`src/rtl/rv32m_pkg.sv`:
```
// Shared constants for the RV32M multiply/divide unit: funct3 opcodes, FSM
// encodings and operand-class helpers.
package rv32m_pkg;

  localparam logic [2:0] F3_MUL    = 3'd0;
  localparam logic [2:0] F3_MULH   = 3'd1;
  localparam logic [2:0] F3_MULHSU = 3'd2;
  localparam logic [2:0] F3_MULHU  = 3'd3;
  localparam logic [2:0] F3_DIV    = 3'd4;
  localparam logic [2:0] F3_DIVU   = 3'd5;
  localparam logic [2:0] F3_REM    = 3'd6;
  localparam logic [2:0] F3_REMU   = 3'd7;

  typedef enum logic [1:0] {
    ST_IDLE = 2'd0,
    ST_CALC = 2'd1,
    ST_FIX  = 2'd2,
    ST_DONE = 2'd3
  } state_t;

  function automatic logic is_div(input logic [2:0] f3);
    return f3[2];
  endfunction

  function automatic logic is_signed_a(input logic [2:0] f3);
    return (f3 == F3_MUL) || (f3 == F3_MULH) || (f3 == F3_MULHSU) ||
           (f3 == F3_DIV) || (f3 == F3_REM);
  endfunction

  function automatic logic is_signed_b(input logic [2:0] f3);
    return (f3 == F3_MUL) || (f3 == F3_MULH) || (f3 == F3_DIV) || (f3 == F3_REM);
  endfunction

endpackage

```
`src/rtl/rv32m_muldiv_if.sv`:
```
// Issue/result bundle between the execute stage and the M-extension unit.
interface rv32m_muldiv_if #(parameter int XLEN = 32);
  logic            start;
  logic [2:0]      funct3;
  logic [XLEN-1:0] a_decode;
  logic [XLEN-1:0] b_decode;
  logic [4:0]      a_rs_idx;
  logic [4:0]      b_rs_idx;
  logic [4:0]      regfile_rd_idx;
  logic [XLEN-1:0] regfile_rd_val;
  logic [4:0]      rd_in;
  logic            cancel;
  logic            busy;
  logic            done;
  logic [4:0]      rd;
  logic [XLEN-1:0] c;

  modport master (
    output start, funct3, a_decode, b_decode, a_rs_idx, b_rs_idx,
           regfile_rd_idx, regfile_rd_val, rd_in, cancel,
    input  busy, done, rd, c
  );

  modport slave (
    input  start, funct3, a_decode, b_decode, a_rs_idx, b_rs_idx,
           regfile_rd_idx, regfile_rd_val, rd_in, cancel,
    output busy, done, rd, c
  );
endinterface

```
`src/rtl/rv32m_iter_step.sv`:
```
// One radix-2 iteration: shift-add multiply or restoring shift-subtract divide
// on the {acc, shreg} pair.
module rv32m_iter_step #(
  parameter int XLEN = 32
) (
  input  logic            div_mode,
  input  logic [XLEN:0]   acc,
  input  logic [XLEN-1:0] shreg,
  input  logic [XLEN-1:0] opnd,
  output logic [XLEN:0]   acc_nx,
  output logic [XLEN-1:0] shreg_nx
);
  logic [XLEN:0] sum, sh, diff;

  always_comb begin
    sum      = acc + (shreg[0] ? {1'b0, opnd} : '0);
    sh       = {acc[XLEN-1:0], shreg[XLEN-1]};
    diff     = sh - {1'b0, opnd};
    acc_nx   = {1'b0, sum[XLEN:1]};
    shreg_nx = {sum[0], shreg[XLEN-1:1]};
    if (div_mode) begin
      // Remainder stays below the divisor, so acc never needs its top bit here.
      if (sh >= {1'b0, opnd}) begin
        acc_nx   = diff;
        shreg_nx = {shreg[XLEN-2:0], 1'b1};
      end else begin
        acc_nx   = sh;
        shreg_nx = {shreg[XLEN-2:0], 1'b0};
      end
    end
  end
endmodule

```
`src/rtl/rv32m_muldiv.sv`:
```
// Iterative RV32M multiply/divide unit. Define RV32M_FAST_MUL_EN to compute
// MUL* with a single-cycle signed product instead of the shift-add loop.
module rv32m_muldiv
  import rv32m_pkg::*;
#(
  parameter int XLEN = 32
) (
  input logic          clk,
  input logic          reset_n,
  rv32m_muldiv_if.slave bus
);
  localparam int CNT_W = $clog2(XLEN);

  state_t          state_q, state_d;
  logic [CNT_W-1:0] cnt_q;
  logic [2:0]      f3_q;
  logic [4:0]      rd_q;
  logic [XLEN:0]   acc_q, acc_nx;
  logic [XLEN-1:0] shreg_q, shreg_nx, opnd_q;
  logic            neg_q, negr_q;
  logic [XLEN-1:0] res_q, c_q, res_d;

  logic [XLEN-1:0] a_op, b_op, a_mag, b_mag;
  logic            sa, sb, div_op, b_zero, div_ovf, take_fix, done_w;

  // Writeback bypass is only looked at on the issue cycle.
  assign a_op = (bus.a_rs_idx == bus.regfile_rd_idx && bus.regfile_rd_idx != 5'd0)
                ? bus.regfile_rd_val : bus.a_decode;
  assign b_op = (bus.b_rs_idx == bus.regfile_rd_idx && bus.regfile_rd_idx != 5'd0)
                ? bus.regfile_rd_val : bus.b_decode;

  assign sa      = is_signed_a(bus.funct3) & a_op[XLEN-1];
  assign sb      = is_signed_b(bus.funct3) & b_op[XLEN-1];
  assign a_mag   = sa ? -a_op : a_op;
  assign b_mag   = sb ? -b_op : b_op;
  assign div_op  = is_div(bus.funct3);
  assign b_zero  = (b_op == '0);
  assign div_ovf = is_signed_a(bus.funct3) && (a_op == {1'b1, {(XLEN-1){1'b0}}}) &&
                   (b_op == '1);

`ifdef RV32M_FAST_MUL_EN
  logic [2*XLEN-1:0] fast_prod;
  assign fast_prod = (2*XLEN)'($signed({is_signed_a(bus.funct3) & a_op[XLEN-1], a_op}) *
                              $signed({is_signed_b(bus.funct3) & b_op[XLEN-1], b_op}));
  assign take_fix  = div_op ? (b_zero | div_ovf) : 1'b1;
`else
  assign take_fix  = div_op & (b_zero | div_ovf);
`endif

  rv32m_iter_step #(.XLEN(XLEN)) u_step (
    .div_mode (is_div(f3_q)),
    .acc      (acc_q),
    .shreg    (shreg_q),
    .opnd     (opnd_q),
    .acc_nx   (acc_nx),
    .shreg_nx (shreg_nx)
  );

  always_ff @(posedge clk) begin
    if (!reset_n) state_q <= ST_IDLE;
    else          state_q <= state_d;
  end

  always_comb begin
    state_d = state_q;
    unique case (state_q)
      ST_IDLE: if (bus.start) state_d = take_fix ? ST_FIX : ST_CALC;
      ST_CALC: begin
        if (bus.cancel)        state_d = ST_IDLE;
        else if (cnt_q == '0)  state_d = ST_FIX;
      end
      ST_FIX:  state_d = bus.cancel ? ST_IDLE : ST_DONE;
      ST_DONE: state_d = ST_IDLE;
    endcase
  end

  // Sign fix-up and result select; special cases were pre-loaded so they
  // fall through here with no negation.
  logic [2*XLEN-1:0] prod_f;
  logic [XLEN-1:0]   q_f, r_f;
  always_comb begin
    prod_f = neg_q  ? -{acc_q[XLEN-1:0], shreg_q} : {acc_q[XLEN-1:0], shreg_q};
    q_f    = neg_q  ? -shreg_q : shreg_q;
    r_f    = negr_q ? -acc_q[XLEN-1:0] : acc_q[XLEN-1:0];
    res_d  = '0;
    unique case (f3_q)
      F3_MUL:                       res_d = prod_f[XLEN-1:0];
      F3_MULH, F3_MULHSU, F3_MULHU: res_d = prod_f[2*XLEN-1:XLEN];
      F3_DIV, F3_DIVU:              res_d = q_f;
      F3_REM, F3_REMU:              res_d = r_f;
    endcase
  end

  always_ff @(posedge clk) begin
    if (!reset_n) begin
      cnt_q   <= '0;
      f3_q    <= '0;
      rd_q    <= '0;
      acc_q   <= '0;
      shreg_q <= '0;
      opnd_q  <= '0;
      neg_q   <= 1'b0;
      negr_q  <= 1'b0;
      res_q   <= '0;
      c_q     <= '0;
    end else begin
      unique case (state_q)
        ST_IDLE: if (bus.start) begin
          f3_q   <= bus.funct3;
          rd_q   <= bus.rd_in;
          cnt_q  <= CNT_W'(XLEN-1);
          opnd_q <= div_op ? b_mag : a_mag;
          neg_q  <= 1'b0;
          negr_q <= 1'b0;
          if (div_op && b_zero) begin
            acc_q   <= {1'b0, a_op};
            shreg_q <= '1;
          end else if (div_op && div_ovf) begin
            acc_q   <= '0;
            shreg_q <= a_op;
          end else if (div_op) begin
            acc_q   <= '0;
            shreg_q <= a_mag;
            neg_q   <= sa ^ sb;
            negr_q  <= sa;
          end else begin
`ifdef RV32M_FAST_MUL_EN
            acc_q   <= {1'b0, fast_prod[2*XLEN-1:XLEN]};
            shreg_q <= fast_prod[XLEN-1:0];
`else
            acc_q   <= '0;
            shreg_q <= b_mag;
            neg_q   <= sa ^ sb;
`endif
          end
        end
        ST_CALC: begin
          acc_q   <= acc_nx;
          shreg_q <= shreg_nx;
          if (cnt_q != '0) cnt_q <= cnt_q - 1'b1;
        end
        ST_FIX:  res_q <= res_d;
        ST_DONE: if (!bus.cancel) c_q <= res_q;
      endcase
    end
  end

  assign done_w   = (state_q == ST_DONE) && !bus.cancel;
  assign bus.busy = (state_q == ST_CALC) || (state_q == ST_FIX);
  assign bus.done = done_w;
  assign bus.rd   = done_w ? rd_q : 5'd0;
  assign bus.c    = done_w ? res_q : c_q;
endmodule

```
`src/flat_wrapper.sv`:
```
// flat-port wrapper written by rule: the top's interface ports become plain ports
module rv32m_muldiv_flat import rv32m_pkg::*;
#(
  parameter int XLEN = 32
)
  (clk, reset_n, bus_start, bus_funct3, bus_a_decode, bus_b_decode, bus_a_rs_idx, bus_b_rs_idx, bus_regfile_rd_idx, bus_regfile_rd_val, bus_rd_in, bus_cancel, bus_busy, bus_done, bus_rd, bus_c);
  rv32m_muldiv_if #(.XLEN(XLEN)) bus_i ();
  input logic clk;
  input logic reset_n;
  input wire logic [$bits(bus_i.start)-1:0] bus_start;
  input wire logic [$bits(bus_i.funct3)-1:0] bus_funct3;
  input wire logic [$bits(bus_i.a_decode)-1:0] bus_a_decode;
  input wire logic [$bits(bus_i.b_decode)-1:0] bus_b_decode;
  input wire logic [$bits(bus_i.a_rs_idx)-1:0] bus_a_rs_idx;
  input wire logic [$bits(bus_i.b_rs_idx)-1:0] bus_b_rs_idx;
  input wire logic [$bits(bus_i.regfile_rd_idx)-1:0] bus_regfile_rd_idx;
  input wire logic [$bits(bus_i.regfile_rd_val)-1:0] bus_regfile_rd_val;
  input wire logic [$bits(bus_i.rd_in)-1:0] bus_rd_in;
  input wire logic [$bits(bus_i.cancel)-1:0] bus_cancel;
  output wire logic [$bits(bus_i.busy)-1:0] bus_busy;
  output wire logic [$bits(bus_i.done)-1:0] bus_done;
  output wire logic [$bits(bus_i.rd)-1:0] bus_rd;
  output wire logic [$bits(bus_i.c)-1:0] bus_c;
  assign bus_i.start = bus_start;
  assign bus_i.funct3 = bus_funct3;
  assign bus_i.a_decode = bus_a_decode;
  assign bus_i.b_decode = bus_b_decode;
  assign bus_i.a_rs_idx = bus_a_rs_idx;
  assign bus_i.b_rs_idx = bus_b_rs_idx;
  assign bus_i.regfile_rd_idx = bus_regfile_rd_idx;
  assign bus_i.regfile_rd_val = bus_regfile_rd_val;
  assign bus_i.rd_in = bus_rd_in;
  assign bus_i.cancel = bus_cancel;
  assign bus_busy = bus_i.busy;
  assign bus_done = bus_i.done;
  assign bus_rd = bus_i.rd;
  assign bus_c = bus_i.c;
  rv32m_muldiv #(.XLEN(XLEN)) u_core (.clk(clk), .reset_n(reset_n), .bus(bus_i));
endmodule
```
`config.mk`:
```
export PLATFORM = sky130hd
export DESIGN_NAME = rv32m_muldiv_flat
export DESIGN_NICKNAME = d
export VERILOG_FILES = /design/src/rtl/rv32m_pkg.sv /design/src/rtl/rv32m_muldiv_if.sv /design/src/rtl/rv32m_iter_step.sv /design/src/rtl/rv32m_muldiv.sv /design/src/flat_wrapper.sv
export SDC_FILE = /design/constraint.sdc
export NUM_CORES = 1
export LEC_CHECK = 0
export ABC_AREA = 1
export CORE_ASPECT_RATIO = 1.4
export CORE_UTILIZATION = 65
export DETAILED_ROUTE_END_ITERATION = 16
export GPL_TIMING_DRIVEN = 0
export PLACE_DENSITY = 0.95
export SYNTH_ARGS = -nofsm -noshare
export SYNTH_HDL_FRONTEND = slang
export SYNTH_HIERARCHICAL = 1
export SYNTH_SLANG_ARGS = --single-unit
```
`constraint.sdc`:
```
create_clock -name clk -period 4.6 [get_ports clk]
set_input_delay 0.92 -clock clk [delete_from_list [all_inputs] [get_ports clk]]
set_output_delay 0.92 -clock clk [all_outputs]
set_load 0.01 [all_outputs]
```
==> metrics.csv, run 1 <==
stage,metric,value,unit
status,status,did not finish,
status,Failed at,5_1_grt,
status,Run Error,[ERROR GRT-0116] Global routing finished with congestion. Check the congestion regions in the DRC Viewer.,
yosys,Syn. warnings,6,
placed_design,GP Congestion,1.27,
floorplan,Core Rows,78,
placed_design,I/O Buffers,159,
yosys,Yosys top cell area share,0.216,
floorplan,Initial Utilization,0.658,
yosys,Synth Flop Type,dfxtp_1,
yosys,syn avg cell area,5.40,µm²
floorplan,chip height,216,µm
global_routing,number of global-route vias before repair,26900,
floorplan,chip width,155,µm
global_routing,gr usage total,0.618,
placed_design,HPWL after detailed placement,76.9,mm
clocking,CTS-repair resized insts,0,
yosys,ys async rst share,0,
clocking,setup bufs post-CTS,0,
yosys,syn_nets,4139,
global_routing,first-pass GRT wire length,158,mm
global_routing,largest net degree at the start of global routing,21,
clocking,CTS Hold Bufs,0,
yosys,post-synthesis cell count,3939,
yosys,unique cell type count in the Yosys netlist,55,
yosys,Yosys reg bits,178,
clocking,clk buf depth,2,
yosys,main area contributors after synthesis,"nand2_1 22%, dfxtp_1 17%, inv_1 10%",
global_routing,total grt overflow,6,
clocking,CTS sink count,178,
yosys,"EDFF count, synth",0,
clocking,H-tree Lvls,4,
clocking,Num CTS Buffers,17,
clocking,Root Driver,clkbuf_16,
floorplan,IO Count,162,
yosys,top cell type by total area after synthesis,nand2_1,
yosys,sequential area share after synthesis,0.168,
yosys,Mapped Area,21300,µm²
==> per-layer routing <==
metal,track usage,GRT overflow
met1,0.632,0
met2,0.886,5
met3,0.313,0
met4,0.632,1
met5,0.0119,0
==> stage by stage <==
step / util / setup WS [ns] / hold slack [ns] / instance area, µm² / std cells
after floorplan: - / 1.53 / 0.430 / 21300 / 3939
after global placement: 0.725 / 0.0513 / 0.441 / 23400 / 4538
after detailed placement: 0.725 / 0.0518 / 0.449 / 23400 / 4538
after CTS: 0.743 / 0.344 / 0.461 / 24000 / 4570
==> Yosys cell counts, types with 13 or more instances <==
| master | n |
|---|---|
| nor2_2 | 15 |
| xor2_1 | 51 |
| xnor2_1 | 39 |
| buf_4 | 13 |
| nand4_1 | 40 |
| ha_1 | 75 |
| inv_1 | 567 |
| o211ai_1 | 38 |
| inv_2 | 21 |
| nand3_1 | 380 |
| a21oi_1 | 230 |
| nand2_2 | 17 |
| nor2_1 | 415 |
| nand3b_1 | 43 |
| or2_2 | 46 |
| dfxtp_1 | 178 |
| clkbuf_1 | 103 |
| o21ai_0 | 217 |
| nand2_1 | 1225 |
| buf_6 | 14 |
| buf_1 | 14 |
| nor4_1 | 15 |
| buf_2 | 19 |
| nor3_1 | 34 |
==> cell families after synthesis <==
logic type | after synthesis | share of synthesized area
fa+ha+maj | 77 | 0.0460
mux | 1 | 0.000471
flops | 178 | 0.168
buf+inv | 758 | 0.143
xor+xnor | 90 | 0.0371
compound gates | 576 | 0.151
simple gates | 2259 | 0.455
==> run 2: changes to the inputs <==
- CORE_ASPECT_RATIO: 1.4 -> unset
- CORE_UTILIZATION: 65 -> 40
- PLACE_DENSITY: 0.95 -> unset
- PLACE_DENSITY_LB_ADDON: unset -> 0.15
==> run 2 against run 1 <==
The run now ends clean. Synthesized cell count stayed put. Area after synthesis stayed put.
==> metrics.csv, run 2 <==
stage,metric,value,unit
status,status,"finished, final reports clean",
yosys,Synth Flop Type,dfxtp_1,
drt,final WL,98.1,mm
finish,most flop-heavy register,u_core/acc_q,
worst_setup_path,slowest CP cell,clkbuf_1,
yosys,ys async rst share,0,
timing,RSZ-0062 raised after global routing,false,
power,Power Density,650,nW/µm²
worst_setup_path,"Critical Path, Cell by Cell",clkdlybuf4s50_1 > inv_1 > nand2_1 > clkbuf_1 > clkbuf_1 > o21ai_0 > inv_1 > clkdlybuf4s50_1,
timing,fin crit period,4.43,ns
floorplan,Core Rows,84,
global_routing,gr usage total,0.360,
drt,DRC viols,0,
clocking,CTS sink count,178,
min_path,Hold Crit Start,u_core/rd_q[2]$_SDFFE_PN0P_,
drt,DR WL/cell,20.4,µm
yosys,Yosys top cell area share,0.216,
clocking,clock transition at the registers of the reported paths,0.08,ns
yosys,"top cells by count, synth","1225 x nand2_1, 567 x inv_1, 415 x nor2_1, 380 x nand3_1, 230 x a21oi_1",
placed_design,placed instance area,23700,µm²
worst_setup_path,crit path launch,bus_cancel,
finish,Fill cells,6016,
drt,Antenna Nets Post-Route,0,
worst_setup_path,FF-to-FF setup slack,1.10,ns
clocking,Num CTS Buffers,17,
global_routing,number of global-route vias before repair,23700,
yosys,Syn. warnings,6,
floorplan,core box area,52600,µm²
yosys,"count leader, synth",nand2_1,
worst_setup_path,CP Depth,8,
drt,first drt pass iteration count,8,
clocking,setup bufs post-CTS,0,
timing,setup violators final,0,
clocking,Root Driver,clkbuf_16,
timing,worst rel slew slack,0.244,
clocking,clock latency on the worst-skew pair,0.48,ns
placed_design,HPWL after detailed placement,82.4,mm
finish,area grow syn2layout,14.3,%
clocking,clk buf depth,2,
yosys,sequential area share after synthesis,0.168,
worst_setup_path,crit end category,output pin,
timing,max-slew violations,0,
placed_design,I/O Buffers,159,
floorplan,IO Count,162,
timing,Final Skew,0.0178,ns
clocking,CTS tree,yes,
worst_setup_path,RR Startpoint,u_core/shreg_q[0]$_SDFFE_PN0P_,
power,total power,15.8,mW
min_path,class of the worst hold path,reg2reg,
worst_setup_path,Worst Path Max Fanout,10,
global_routing,first-pass GRT wire length,146,mm
yosys,"EDFF count, synth",0,
worst_setup_path,CP arrival,3.51,ns
yosys,syn avg cell area,5.40,µm²
floorplan,chip height,233,µm
worst_setup_path,cells on worst reg2reg path,14,
finish,"commonest cells after routing, fill and taps aside","1225 x nand2_1, 567 x inv_1, 415 x nor2_1",
clocking,CTS Hold Bufs,0,
timing,fmax,226,MHz
power,maximum VDD drop,0.355,mV
job,max-cap viol count,0,
worst_setup_path,critical path type,in2out,
clocking,H-tree Lvls,4,
worst_setup_path,Worst Setup EP,bus_c[0],
finish,"most common cell after layout, fill and taps aside",nand2_1,
floorplan,Die ar.,54100,µm²
worst_setup_path,crit path buf inv count,6,
yosys,unique cell type count in the Yosys netlist,55,
power,P_leak,12.7,nW
worst_setup_path,capturing point of the worst reg2reg path,u_core/acc_q[17]$_SDFFE_PN0P_,
finish,layout cells sized above 1,0.0523,
timing,Least-Margin Pin Slew,1.13,ns
drt,DR vias,26500,
timing,Final period util,0.963,
clocking,CTS-repair resized insts,0,
yosys,Mapped Area,21300,µm²
floorplan,chip width,233,µm
global_routing,largest net degree at the start of global routing,20,
drt,drt initial violations,3293,
finish,nets,4317,
yosys,post-synthesis cell count,3939,
worst_setup_path,Crit path max-delay family,buffers and inverters,
timing,Fin. Hold Viols,0,
yosys,main area contributors after synthesis,"nand2_1 22%, dfxtp_1 17%, inv_1 10%",
placed_design,GP Congestion,1.07,
worst_setup_path,critical path required time,3.68,ns
finish,antenna diode count,0,
finish,max reg flops,33,
finish,post-route insts no fill,4818,
global_routing,total grt overflow,0,
global_routing,initial antenna violation count,1,
worst_setup_path,Startpoint Class,input port,
drt,Vias/cell,5.50,
yosys,top cell type by total area after synthesis,nand2_1,
placed_design,dpl cells,4786,
finish,Final Cell Area,24300,µm²
yosys,syn_nets,4139,
yosys,Yosys reg bits,178,
worst_setup_path,CP peak stage delay,0.58,ns
floorplan,Initial Utilization,0.405,
==> run 2: through the flow <==
stage	hold WS (ns)	TNS, ns	utilization	setup WS [ns]
2_1_floorplan	0.430	0	-	1.53
3_3_place_gp	0.445	-0.484	0.451	-0.0768
3_5_place_dp	0.449	-0.501	0.451	-0.117
4_1_cts	0.462	0	0.463	0.171
5_1_grt	0.476	0	0.463	0.0152
6_report	0.460	0	0.463	0.168
==> run 2: worst min-delay path by stage <==
| stage | endpoint | slack (ns) | cells past startpoint |
|---|---|---|---|
| after global routing | u_core/rd_q[1]$_SDFFE_PN0P_ | 0.48 | 2 |
| final | u_core/rd_q[2]$_SDFFE_PN0P_ | 0.46 | 2 |
| after detailed placement | u_core/rd_q[2]$_SDFFE_PN0P_ | 0.45 | 2 |
| after CTS | u_core/rd_q[2]$_SDFFE_PN0P_ | 0.46 | 2 |
| after global placement | u_core/rd_q[4]$_SDFFE_PN0P_ | 0.44 | 2 |
| after floorplan | u_core/rd_q[4]$_SDFFE_PN0P_ | 0.43 | 2 |
==> run 2: power by group <==
part / switching [mW] / leakage [nW] / internal (mW)
combinational: 7.70 / 10.9 / 3.67
clock: 0.743 / 0.284 / 0.730
sequential: 0.955 / 1.46 / 2.00
==> run 2: final cells by class <==
type,instances,area [µm²],area share
multi-input combinational,3003,14700,0.603
sequential,178,3560,0.147
clock buffer,18,429,0.0177
timing repair buffer,159,1590,0.0655
inverter,594,2230,0.0918
buffer,164,805,0.0331
tap,688,861,0.0354
clock inverter,14,161,0.00664
==> run 2: worst reg2reg max path, stage by stage, from the launching register on <==
cell	delay, ns
dfxtp_1	0.41
clkbuf_1	0.50
clkbuf_1	0.40
nand2_1	0.09
inv_1	0.07
ha_1	0.29
a21oi_1	0.23
o21ai_0	0.19
a21oi_1	0.36
nand3_1	0.24
xor2_1	0.19
nand2_1	0.06
nand2_1	0.10
a21oi_1	0.16
a21oi_1	0.08
==> run 2: kinds of logic after synthesis <==
logic type,share of synthesized area
AO/OA/AOI/OAI,0.151
flip-flops,0.168
AND/OR/NAND/NOR,0.455
XOR/XNOR,0.0371
buffers and inverters,0.143
multiplexers,0.000471
adder cells (fa/ha/maj),0.0460
==> run 2: routing by layer <==
layer / GRT usage / wire length (µm) / up-vias
met5: 0 / 13 / -
li1: - / - / 12900
met3: 0.0566 / 9370 / 196
met4: 0.169 / 5140 / 2
met2: 0.542 / 40900 / 1425
met1: 0.497 / 42600 / 12000
Power figures use the tool's default switching activity.
